File: src/rtl/calc_entry_ctrl.sv
// Keypad entry and sequencing controller for the calculator: operand entry, operator latch, add/sub/mul,
// optional restoring divide (built only when CALC_DIV_EN is defined) and registered display outputs.
module calc_entry_ctrl #(
    parameter int MAX_DIGITS = 4,
    parameter int OPW        = 14,
    parameter int RESW       = 27
) (
    input  logic            clk,
    input  logic            rst_n,
    input  logic            key_valid,
    input  logic [4:0]      key_code,
    output logic [RESW-1:0] disp_value,
    output logic            disp_neg,
    output logic            err,
    output logic            busy,
    output logic [1:0]      op_code
);

    typedef enum logic [2:0] {S_A, S_OP, S_B, S_CALC, S_RES, S_ERR} state_t;

    localparam int              FULL  = 10 ** (MAX_DIGITS - 1);
    localparam logic [RESW-1:0] OPMAX = RESW'(10 ** MAX_DIGITS - 1);
`ifdef CALC_DIV_EN
    localparam int         CNTW    = $clog2(OPW + 1);
    localparam logic [4:0] OP_LAST = 5'd13;
`else
    localparam logic [4:0] OP_LAST = 5'd12;
`endif

    state_t            state_q, state_d;
    logic [OPW-1:0]    a_q, a_d, b_q, b_d;
    logic [1:0]        op_q, op_d;
    logic [RESW-1:0]   res_q, res_d;
    logic              neg_q, neg_d;
    logic [RESW-1:0]   disp_value_q, disp_value_d;
    logic              disp_neg_q, disp_neg_d;
    logic              err_q, err_d;
    logic              busy_q, busy_d;
`ifdef CALC_DIV_EN
    logic [OPW-1:0]    quo_q, quo_d, rem_q, rem_d;
    logic [CNTW-1:0]   cnt_q, cnt_d;
    logic [OPW:0]      rem_sh;
`endif

    logic              key_ok, is_digit, is_op, is_eq, is_clear;
    logic [RESW-1:0]   a_w, b_w;

    // Append one decimal digit unless the operand already holds MAX_DIGITS digits.
    function automatic logic [OPW-1:0] push_digit(input logic [OPW-1:0] acc, input logic [3:0] d);
        if (acc >= OPW'(FULL)) return acc;
        return OPW'(32'(acc) * 32'd10 + 32'(d));
    endfunction

    always_comb begin
        key_ok   = key_valid && (key_code <= 5'd15);
        is_digit = key_ok && (key_code <= 5'd9);
        is_op    = key_ok && (key_code >= 5'd10) && (key_code <= OP_LAST);
        is_eq    = key_ok && (key_code == 5'd14);
        is_clear = key_ok && (key_code == 5'd15);
        a_w      = RESW'(a_q);
        b_w      = RESW'(b_q);

        state_d = state_q;
        a_d     = a_q;
        b_d     = b_q;
        op_d    = op_q;
        res_d   = res_q;
        neg_d   = neg_q;
`ifdef CALC_DIV_EN
        quo_d   = quo_q;
        rem_d   = rem_q;
        cnt_d   = cnt_q;
        rem_sh  = {rem_q, quo_q[OPW-1]};
`endif

        case (state_q)
            S_A: begin
                if (is_digit) a_d = push_digit(a_q, key_code[3:0]);
                else if (is_op) begin
                    op_d    = 2'(key_code - 5'd10);
                    state_d = S_OP;
                end
            end
            S_OP: begin
                if (is_digit) begin
                    b_d     = OPW'(key_code[3:0]);
                    state_d = S_B;
                end else if (is_op) op_d = 2'(key_code - 5'd10);
            end
            S_B: begin
                if (is_digit) b_d = push_digit(b_q, key_code[3:0]);
                else if (is_eq) begin
                    state_d = S_CALC;
`ifdef CALC_DIV_EN
                    quo_d = a_q;
                    rem_d = '0;
                    cnt_d = '0;
`endif
                end
            end
            S_CALC: begin
`ifdef CALC_DIV_EN
                if (op_q == 2'd3) begin
                    // Zero divisor is caught before any iteration runs.
                    if (cnt_q == '0 && b_q == '0) state_d = S_ERR;
                    else if (cnt_q == CNTW'(OPW)) begin
                        res_d   = RESW'(quo_q);
                        neg_d   = 1'b0;
                        state_d = S_RES;
                    end else begin
                        if (rem_sh >= {1'b0, b_q}) begin
                            rem_d = OPW'(rem_sh - {1'b0, b_q});
                            quo_d = {quo_q[OPW-2:0], 1'b1};
                        end else begin
                            rem_d = rem_sh[OPW-1:0];
                            quo_d = {quo_q[OPW-2:0], 1'b0};
                        end
                        cnt_d = cnt_q + 1'b1;
                    end
                end else
`endif
                begin
                    case (op_q)
                        2'd0: begin res_d = a_w + b_w; neg_d = 1'b0; end
                        2'd1: begin
                            neg_d = (b_q > a_q);
                            res_d = (b_q > a_q) ? (b_w - a_w) : (a_w - b_w);
                        end
                        default: begin res_d = a_w * b_w; neg_d = 1'b0; end
                    endcase
                    state_d = S_RES;
                end
            end
            S_RES: begin
                if (is_digit) begin
                    a_d     = OPW'(key_code[3:0]);
                    state_d = S_A;
                end else if (is_op && !neg_q && res_q <= OPMAX) begin
                    a_d     = res_q[OPW-1:0];
                    op_d    = 2'(key_code - 5'd10);
                    state_d = S_OP;
                end
            end
            default: ;
        endcase

        if (is_clear) begin
            state_d = S_A;
            a_d     = '0;
            b_d     = '0;
            op_d    = 2'd0;
            neg_d   = 1'b0;
        end

        // Outputs are derived from the next state so they register alongside it.
        case (state_d)
            S_A, S_OP:   disp_value_d = RESW'(a_d);
            S_B, S_CALC: disp_value_d = RESW'(b_d);
            S_RES:       disp_value_d = res_d;
            default:     disp_value_d = '0;
        endcase
        disp_neg_d = (state_d == S_RES) && neg_d;
        busy_d     = (state_d == S_CALC);
`ifdef CALC_DIV_EN
        err_d      = (state_d == S_ERR);
`else
        err_d      = 1'b0;
`endif
    end

    always_ff @(posedge clk or negedge rst_n) begin
        if (!rst_n) begin
            state_q      <= S_A;
            a_q          <= '0;
            b_q          <= '0;
            op_q         <= 2'd0;
            res_q        <= '0;
            neg_q        <= 1'b0;
            disp_value_q <= '0;
            disp_neg_q   <= 1'b0;
            err_q        <= 1'b0;
            busy_q       <= 1'b0;
`ifdef CALC_DIV_EN
            quo_q        <= '0;
            rem_q        <= '0;
            cnt_q        <= '0;
`endif
        end else begin
            state_q      <= state_d;
            a_q          <= a_d;
            b_q          <= b_d;
            op_q         <= op_d;
            res_q        <= res_d;
            neg_q        <= neg_d;
            disp_value_q <= disp_value_d;
            disp_neg_q   <= disp_neg_d;
            err_q        <= err_d;
            busy_q       <= busy_d;
`ifdef CALC_DIV_EN
            quo_q        <= quo_d;
            rem_q        <= rem_d;
            cnt_q        <= cnt_d;
`endif
        end
    end

    assign disp_value = disp_value_q;
    assign disp_neg   = disp_neg_q;
    assign err        = err_q;
    assign busy       = busy_q;
    assign op_code    = op_q;

endmodule

File: config.mk
export PLATFORM = sky130hd
export DESIGN_NAME = calc_entry_ctrl
export DESIGN_NICKNAME = d
export VERILOG_FILES = /design/src/rtl/calc_entry_ctrl.sv
export SDC_FILE = /design/constraint.sdc
export NUM_CORES = 1
export LEC_CHECK = 0
export CAP_MARGIN = 15
export CELL_PAD_IN_SITES_DETAIL_PLACEMENT = 0
export CELL_PAD_IN_SITES_GLOBAL_PLACEMENT = 1
export CORE_ASPECT_RATIO = 1.75
export CORE_UTILIZATION = 45
export CTS_CLUSTER_SIZE = 30
export DETAILED_ROUTE_END_ITERATION = 12
export GPL_TIMING_DRIVEN = 0
export PLACE_DENSITY_LB_ADDON = 0.1
export SLEW_MARGIN = 20
export SYNTH_ARGS = -nofsm -noshare
export SYNTH_HDL_FRONTEND = slang
export SYNTH_SLANG_ARGS = --single-unit
export TNS_END_PERCENT = 50
File: constraint.sdc
create_clock -name clk -period 6.65 [get_ports clk]
set_input_delay 1.33 -clock clk [delete_from_list [all_inputs] [get_ports clk]]
set_output_delay 1.33 -clock clk [all_outputs]
set_load 0.01 [all_outputs]
**Word level (Yosys, flattened, before mapping)**

Cells that the tools add are included.

- Register bits after elaboration: 90
- Latch bits: 0
- Bits in writable memories: 0
- Memory bits (read-only): 0
- Bits of input ports: 8
- Output and inout port bits: 32
- Logic and storage cells: 100
- Memories kept: 0

- Add/subtract/negate cells: 6
- Multiply operators: 3
- Divide/modulo/power cells: 0
- $lt $le $gt $ge: 8
- Eq/ne operators: 15
- Shifts and indexed selects: 0
- Mux-type cells: 41
- Bitwise gates (word level): 0
- Reductions and logical operators: 18

Operators with widths:

| kind | number |
|---|---|
| two-way mux 14 bit | 11 |
| one-hot mux 27 bit (3 select lines) | 1 |
| one-hot mux 14 bit (2 select lines) | 2 |
| two-way mux 27 bit | 2 |
| one-hot mux 27 bit (2 select lines) | 1 |
| subtractor 14 x 14 -> 15 bit | 2 |
| adder 14 x 4 -> 14 bit | 2 |
| greater-or-equal comparator 14 x 10 -> 1 bit (second input constant) | 2 |
| multiplier 14 x 3 -> 13 bit (second input constant) | 2 |
| less-or-equal comparator 27 x 14 -> 1 bit (second input constant) | 1 |
| multiplier 14 x 14 -> 27 bit | 1 |
| two-way mux 3 bit | 8 |
| adder 14 x 14 -> 15 bit | 1 |
| less-or-equal comparator 5 x 4 -> 1 bit (second input constant) | 3 |
| one-hot mux 3 bit (5 select lines) | 1 |
| > comparator 14 bit | 1 |
| == test 3 x 2 -> 1 bit (second input constant) | 4 |
| == test 5 x 4 -> 1 bit (second input constant) | 2 |
| two-way mux 2 bit | 5 |
| logical AND 1 bit | 9 |
| two-way mux 1 bit | 9 |
| == test 3 x 1 -> 1 bit (second input constant) | 2 |
| == test 3 bit (second input constant) | 2 |
| logical NOT 3 bit | 2 |
| other kinds (12) | 15 |

**Longest topological paths before layout**

Gate-level depths: netlist (run 1).

- Word-level depth: 13
- Mapped depth: 25
- Mapped depth without buffers: 24

**Worst setup path after synthesis (run 1)**

Ideal clock, no wire load.

- Path kind: flip-flop to flip-flop
- Start point: reg b_q[4]
- End point: reg disp_value_q[21], in the netlist disp_value[21]
- Library setup time: 119 ps
- Arrival time: 6168 ps
- Required time: 6531 ps
- Slack: 363 ps
- Stages on the path, launching flop included: 26
- Buffers on the path: 1
- Period minus slack after synthesis: 6287 ps
- Cell sequence: dfrtp_1 > inv_1 > clkbuf_1 > nor2_1 > fa_1 > inv_1 > fa_1 > inv_1 > fa_1 > inv_1 > fa_1 > inv_1 > fa_1 > inv_1 > fa_1 > inv_1 > ha_1 > nand3_1 > o22ai_1 > a211oi_1 > a21oi_1 > a311oi_1 > xor2_1 > nor2_1 > o22a_1 > and2_1

- Longest elaborated chain between the ends: 5
- Elaborated cells between the ends (all ways): 8
- Classes of those cells: add/sub: 2; mul: 1; order compare: 1; mux: 4

RTL lines:

| element | RTL line | text |
|---|---|---|
| from (decl) | 31 | `logic [OPW-1:0] a_q, a_d, b_q, b_d;` |
| from (signal assigned) | 175 | `b_q <= '0;` |
| from (signal assigned) | 191 | `b_q <= b_d;` |
| parallel branches: the longest is 2 deep, another holds multiplier 14 x 14 -> 27 bit | n/a |  |
| one-hot mux 27 bit (2 select lines) (*) | 123 | `case (op_q)` |
| two-way mux 27 bit (*) | 76 | `case (state_q)` |
| via res_d[21] | 33 | `logic [RESW-1:0] res_q, res_d;` |
| one-hot mux 27 bit (3 select lines) (*) | 156 | `case (state_d)` |
| via disp_value_d[21] | 35 | `logic [RESW-1:0] disp_value_q, disp_value_d;` |
| to (signal assigned) | 195 | `disp_value_q <= disp_value_d;` |
| to (decl) | 35 |  |

Mark *: on every way through the listed nets, which the timed path passes.
A chain may end at the register's enable or synchronous reset.

**Worst setup path in the final report (run 1)**

- Start point: reg b_q[4]
- End point: reg disp_value_q[24], in the netlist disp_value[24]

Same word-level chain as after synthesis.

==> results of run 1 <==
through the flow:
| stage | instance area [µm²] | setup TNS [ns] | std cells | hold WS [ns] |
|---|---|---|---|---|
| CTS | 16100 | 0 | 2191 | 0.507 |
| detailed placement | 15400 | -37.61 | 2164 | 0.492 |
| global route | 16500 | -0.0324 | 2223 | 0.538 |
| floorplan | 14500 | 0 | 1730 | 0.461 |
| global placement | 15400 | -37.23 | 2163 | 0.487 |
| finish | 16500 | 0 | 2223 | 0.506 |
logic make-up after synthesis:
group                      after synthesis
xor gates and xnor gates                65
muxes                                   13
DFF                                     90
adders and majority gates              321
other                                    1
AOI/OAI and AO/OA                      358
and+or+nand+nor                        574
buffers and inverters                  308
cell type report:
cell class | instances | share of cell area, %
Buffer | 76 | 3.28
Multi-Input combinational cell | 1332 | 67.9
Timing Repair Buffer | 82 | 4.43
Inverter | 231 | 5.73
Clock inverter | 7 | 0.456
Sequential cell | 90 | 13.8
Tap cell | 396 | 3.01
Clock buffer | 9 | 1.37
tightest hold or removal path, cell delays in order, from the launching register on:
cell	delay (ns)
dfrtp_1	0.37
nand2_1	0.06
nand2_1	0.05
routing by layer:
layer / GRT usage, % / up-vias
met5: 0 / -
met4: 37.4 / 0
met3: 9.40 / 273
met2: 68.9 / 593
met1: 39.6 / 6901
li1: - / 6035
flip-flops by register name (all words and copies together) (netlist names):
| name | cells |
|---|---|
| disp_value | 27 |
| res_q | 27 |
| a_q | 14 |
| b_q | 14 |
| state_q | 3 |
| op_code | 2 |
| busy | 1 |
| disp_neg | 1 |
| neg_q | 1 |
what timing repair did:
item,4_1_cts,5_1_grt
resized for setup,107,64
setup endpoints to repair,40,25
setup buffers,12,32
cloned,0,0
pin swaps,4,9
worst max-delay path by stage:
stage / end / slack (ns) / cells after the start / start
floorplan: disp_value[21]$_DFF_PN0_ / 0.36 / 25 / b_q[4]$_DFF_PN0_
global placement: disp_value[24]$_DFF_PN0_ / -1.50 / 24 / a_q[3]$_DFF_PN0_
detailed placement: disp_value[24]$_DFF_PN0_ / -1.55 / 24 / a_q[3]$_DFF_PN0_
CTS: disp_value[21]$_DFF_PN0_ / 0.003 / 21 / b_q[5]$_DFF_PN0_
global route: disp_value[21]$_DFF_PN0_ / -0.02 / 21 / b_q[5]$_DFF_PN0_
finish: disp_value[24]$_DFF_PN0_ / 0.17 / 22 / b_q[4]$_DFF_PN0_
cells in the final DEF, fill, tap and decap left out, drive strengths merged, types with 9 or more instances in the layout:
cell             n
xnor2           40
nand4           12
or2             11
o221ai          12
o211ai          11
nand2b          19
a211oi          16
nor4            16
nor2b           16
nand3           32
nor2           206
inv            221
and2            24
buf             83
a221oi           9
mux2i            9
a22oi           10
a31oi           22
ha             174
a21o            23
xor2            24
clkbuf          48
dfrtp           90
o21ai           70
clkdlybuf4s50   36
nand2          164
nor3            31
a21oi           93
fa             147
==> results.sh, run 1 <==
export IMPL_first_pass_iters=5
export IMPL_worstHoldStart="res_q[2]$_DFF_PN0_"
export IMPL_maxSlewHeadroom_pct=25.5
export IMPL_synthSimpleGateAreaFrac_pct=18.6
export IMPL_synth_xor_area_share_pct=4.02
export IMPL_r2r_end="disp_value[24]$_DFF_PN0_"
export IMPL_cts_root_buf="clkbuf_16"
export IMPL_fin_util_pct=52.1
export IMPL_ys_flop_type="dfrtp_1"
export IMPL_min_to="res_q[2]$_DFF_PN0_"
export IMPL_synthAdderAreaFrac_pct=35.3
export IMPL_crit_chain="buf_4, ha_2, fa_1, inv_1, fa_1, inv_1, fa_1, ha_1, fa_1, inv_1, fa_1, inv_1, ha_2, o21a_1, o211a_1, o41ai_4, o21ai_2, a31oi_4, o21ai_2, a311oi_1, o32a_1, and2_1"
export IMPL_clkSlewWorstSetupHoldPaths_ns=0.07
export IMPL_wl_met3_um=4040
export IMPL_avgSynthCellArea_um2=8.38
export IMPL_crit_buf_inv=5
export IMPL_drtAntennaViolNets=0
export IMPL_place_congestion=1.03
export IMPL_critPathRequiredTime_ns=6.89
export IMPL_yosys_warnings=0
export IMPL_first_global_vias=14350
export IMPL_rows=86
export IMPL_cts_htree_levels=3
export IMPL_nNetsFinal=2151
export IMPL_rrSetupSlack_ns=0.17
export IMPL_synth_area_leaders="fa_1 (20%), dfrtp_1 (16%), ha_1 (15%)"
export IMPL_nFillCells=3146
export IMPL_dpl_worst_slack_ns=-1.55
export IMPL_cts_hold_buf=0
export IMPL_clk_latency_ns=0.36
export IMPL_core_area_um2=31600
export IMPL_synth_most_common_cell="inv_1"
export IMPL_drive_gt1_share_pct=12.0
export IMPL_antenna_found_initial=0
export IMPL_top_layer="met4"
export IMPL_fp_dieW_um=138
export IMPL_seq_area_frac_synth_pct=15.5
export IMPL_synthToLayoutAreaGrowth_pct=13.7
export IMPL_worst_pin_slew_ns=1.11
export IMPL_fmax_mhz=154
export IMPL_path_class="reg -> reg"
export IMPL_synth_largest_area_cell="fa_1"
export IMPL_via_per_inst=6.21
export IMPL_end_kind="flip-flop"
export IMPL_post_route_period_util_pct=97.4
export IMPL_drc=0
export IMPL_multiInputGateArea_um2=11200
export IMPL_synthTopCellsByCount="inv_1 (219), nor2_1 (203), ha_1 (174)"
export IMPL_synth_top_family_by_area="adder cells"
export IMPL_outcome="finished, final reports clean"
export IMPL_synth_edf_count=0
export IMPL_fin_skew_ns=0.00975
export IMPL_max_stage_delay_ns=0.55
export IMPL_tritoncts="built"
export IMPL_r2r_start="b_q[4]$_DFF_PN0_"
export IMPL_drt_iter0_markers=911
export IMPL_portBuffers=37
export IMPL_worstPathArrival_ns=6.72
export IMPL_fin_crit_ns=6.48
export IMPL_crit_family="adder cells"
export IMPL_dr_wl_met2_um=31700
export IMPL_grt_usage_pct=40.4
export IMPL_synth_seq_cells=90
export IMPL_cts_max_path_buffers=2
export IMPL_wl_um=64300
export IMPL_dieArea_um2=33000
export IMPL_diodes=0
export IMPL_synth_mux_area_share_pct=0.958
export IMPL_setup_viol=0
export IMPL_met1_length_um=21700
export IMPL_holdPathStages=2
export IMPL_dpl_hpwl_um=49900
export IMPL_synthDistinctLibCells=100
export IMPL_initial_core_util_pct=45.8
export IMPL_die_h_um=239
export IMPL_seq_area_um2=2280
export IMPL_synth_compound_area_share_pct=17.1
export IMPL_worstSetupStartpointType="flip-flop"
export IMPL_route_vias_total=13802
export IMPL_fin_ws_ns=0.170
export IMPL_synth_fp_nets=2059
export IMPL_wire_per_inst_um=28.9
export IMPL_postSynth_asyncResetShare_pct=100
export IMPL_crit_top_cell="fa_1"
export IMPL_synth_top_cell_area_share_pct=20.3
export IMPL_ios=40
export IMPL_final_max_slew_viol_count=0
export IMPL_hold_path_class="reg -> reg"
export IMPL_finalHoldViolations=0
export IMPL_cts_inserted_buffers=9
export IMPL_critPathMaxFanout=5
export IMPL_rr_worst_depth=22
export IMPL_grt_pass1_wl_um=92500
export IMPL_grt_max_degree=66
export IMPL_synth_area_um2=14500
export IMPL_synthCells=1730
export IMPL_overflow=0
export IMPL_clock_sinks=90
export IMPL_cpMaxStageDelayCell="fa_1"
export IMPL_maxCapViolCount=0
Power of run 1 is not shown: default switching activity piles up to over one toggle a cycle in this logic, so the estimate is an artifact.
==> inputs of run 2 (changes only) <==
- ABC_AREA: not set -> 1
- CORE_UTILIZATION: 45 -> 43
==> results.sh, run 2 <==
export IMPL_outcome="finished, final reports clean"
export IMPL_end_kind="flip-flop"
export IMPL_tns_ns=0
export IMPL_tritoncts="built"
export IMPL_route_vias_total=15706
export IMPL_cts_inserted_buffers=9
export IMPL_diodes=0
export IMPL_first_pass_iters=5
export IMPL_worst_pin_slew_ns=0.839
export IMPL_cts_root_buf="clkbuf_16"
export IMPL_maxCapViolCount=0
export IMPL_die_h_um=259
export IMPL_synthTopCellsByCount="nand2_1 (657), inv_1 (496), ha_1 (174)"
export IMPL_clk_latency_ns=0.39
export IMPL_finalHoldViolations=0
export IMPL_wl_um=65100
export IMPL_rows=93
export IMPL_dpl_cell_count=2904
export IMPL_via_per_inst=5.39
export IMPL_clkSlewWorstSetupHoldPaths_ns=0.07
export IMPL_grt_max_degree=63
export IMPL_clock_sinks=90
export IMPL_maxSlewHeadroom_pct=43.5
export IMPL_r2r_start="a_q[9]$_DFF_PN0_"
export IMPL_synth_seq_cells=90
export IMPL_synth_area_leaders="fa_1 (18%), nand2_1 (15%), dfrtp_1 (14%)"
export IMPL_drc=0
export IMPL_dieArea_um2=38400
export IMPL_ios=40
export IMPL_critPathMaxFanout=10
export IMPL_final_max_slew_viol_count=0
export IMPL_fmax_mhz=157
export IMPL_grt_pass1_wl_um=97400
export IMPL_seq_area_frac_synth_pct=13.9
export IMPL_final_cell_mix="nand2_1 (655), inv_1 (496), ha_1 (172)"
export IMPL_synthDistinctLibCells=52
export IMPL_fin_skew_ns=0.0111
export IMPL_fp_dieW_um=149
export IMPL_synth_edf_count=0
export IMPL_postSynth_asyncResetShare_pct=100
export IMPL_synthCells=2390
export IMPL_wire_per_inst_um=22.3
export IMPL_crit_end="disp_value[13]$_DFF_PN0_"
export IMPL_final_instance_count_excl_fill=2915
export IMPL_synth_most_common_cell="nand2_1"
export IMPL_synth_area_um2=16200
export IMPL_core_area_um2=36900
export IMPL_drive_gt1_share_pct=8.44
export IMPL_yosys_warnings=0
export IMPL_startpoint="a_q[9]$_DFF_PN0_"
export IMPL_place_congestion=0.994
export IMPL_drt_iter0_markers=866
export IMPL_ys_flop_type="dfrtp_1"
export IMPL_critPathRequiredTime_ns=6.90
export IMPL_worstSetupStartpointType="flip-flop"
export IMPL_cts_htree_levels=3
export IMPL_cts_setup_buffers=0
export IMPL_synth_top_cell_area_share_pct=18.2
export IMPL_first_global_vias=16297
export IMPL_synth_largest_area_cell="fa_1"
export IMPL_portBuffers=38
export IMPL_worstPathArrival_ns=6.64
export IMPL_nFillCells=3891
export IMPL_nNetsFinal=2764
export IMPL_dpl_worst_slack_ns=-0.707
export IMPL_initial_core_util_pct=43.9
export IMPL_avgSynthCellArea_um2=6.77
export IMPL_dpl_hpwl_um=54200
export IMPL_rrSetupSlack_ns=0.26
export IMPL_setup_viol=0
export IMPL_post_route_period_util_pct=96.1
export IMPL_fin_util_pct=47.7
export IMPL_rr_worst_depth=27
export IMPL_overflow=0
export IMPL_synth_fp_nets=2719
export IMPL_synthToLayoutAreaGrowth_pct=8.85
export IMPL_path_class="reg -> reg"
export IMPL_fin_crit_ns=6.39
export IMPL_antenna_found_initial=1
export IMPL_r2r_end="disp_value[13]$_DFF_PN0_"
export IMPL_cts_max_path_buffers=2
export IMPL_drtAntennaViolNets=0
export IMPL_hold_path_class="reg -> reg"
export IMPL_layout_commonest_cell="nand2_1"
export IMPL_cts_hold_buf=0
export IMPL_grt_usage_pct=35.4
export IMPL_fin_ws_ns=0.260
## run 2: cell count changes in the layout (fill, tap and decap cells not counted), sizes merged, moves of 16 or more
cell,before,now
o21ai,70,90
nand3,32,157
buf,83,41
nand2b,19,0
and2,24,5
nand4,12,40
a21o,23,3
xnor2,40,10
nor2b,16,0
a31oi,22,6
nand2,164,680
nor2,206,163
inv,221,529
## run 2: metal layers
metal / up-vias / routed length, µm / GRT usage, % / share of wire [%]
li1: 7461 / - / - / -
met1: 7464 / 21400 / 33.4 / 33
met2: 524 / 34600 / 66.7 / 53
met3: 257 / 2680 / 4.23 / 4.1
met4: 0 / 6480 / 30.1 / 9.9
met5: - / 0 / 0 / 0
## run 2: final cells by class
type,instances,area [µm²],share of cell area [%]
multi-input combinational,1698,11600,66.0
timing repair buffer,39,409,2.32
inverter,527,1980,11.2
clock inverter,6,73.8,0.419
sequential,90,2280,13.0
tap,475,594,3.38
clock buffer,10,229,1.30
buffer,70,418,2.37
## run 2: how the worst min path moves through the flow
stage / depth (start not counted) / slack, ns / start / end
CTS: 2 / 0.51 / res_q[25]$_DFF_PN0_ / res_q[25]$_DFF_PN0_
finish: 2 / 0.51 / res_q[25]$_DFF_PN0_ / res_q[25]$_DFF_PN0_
floorplan: 2 / 0.47 / res_q[25]$_DFF_PN0_ / res_q[25]$_DFF_PN0_
global route: 2 / 0.54 / res_q[25]$_DFF_PN0_ / res_q[25]$_DFF_PN0_
global placement: 2 / 0.48 / res_q[25]$_DFF_PN0_ / res_q[25]$_DFF_PN0_
detailed placement: 2 / 0.49 / res_q[25]$_DFF_PN0_ / res_q[25]$_DFF_PN0_
## run 2: timing repair
| item | in CTS | in global routing |
|---|---|---|
| gates resized for setup | 45 | 50 |
| pin swaps | 0 | 2 |
| setup endpoints to repair | 31 | 23 |
## run 2: kinds of logic (layout without fill, tap and decap cells)
group	after synthesis	count (layout)	synth area share, %
buf+inv	602	652	14.5
flops	90	90	13.9
xor+xnor	27	27	1.46
compound gates	260	260	9.44
simple gates	1089	1089	29.0
other cells	1	1	0.0232
fa+ha+maj	321	321	31.7
## run 2: stage by stage
stage               hold slack [ns]  instance area (µm²)
floorplan                     0.467                16200
global placement              0.481                17200
detailed placement            0.492                17200
CTS                           0.509                17500
global route                  0.538                17600
finish                        0.507                17600
## run 2: worst max-delay path, stage by stage, from the launching register on
cell and delay (ns):
dfrtp_2 0.48, buf_4 0.23, buf_4 0.21, nand2_1 0.08, inv_1 0.06, fa_1 0.49, inv_1 0.05, fa_1 0.53
inv_1 0.06, fa_1 0.52, fa_1 0.46, fa_1 0.56, inv_1 0.06, fa_1 0.53, inv_1 0.04, ha_1 0.39
a21oi_2 0.27, nand2_1 0.14, a21oi_2 0.16, nand2_1 0.09, nand2_1 0.06, nand3_1 0.13, nand2_1 0.13, inv_1 0.05
nand3_1 0.11, nand2_1 0.11, nand2_2 0.13, nand3_1 0.12
Power of run 2 is left out for the same reason.
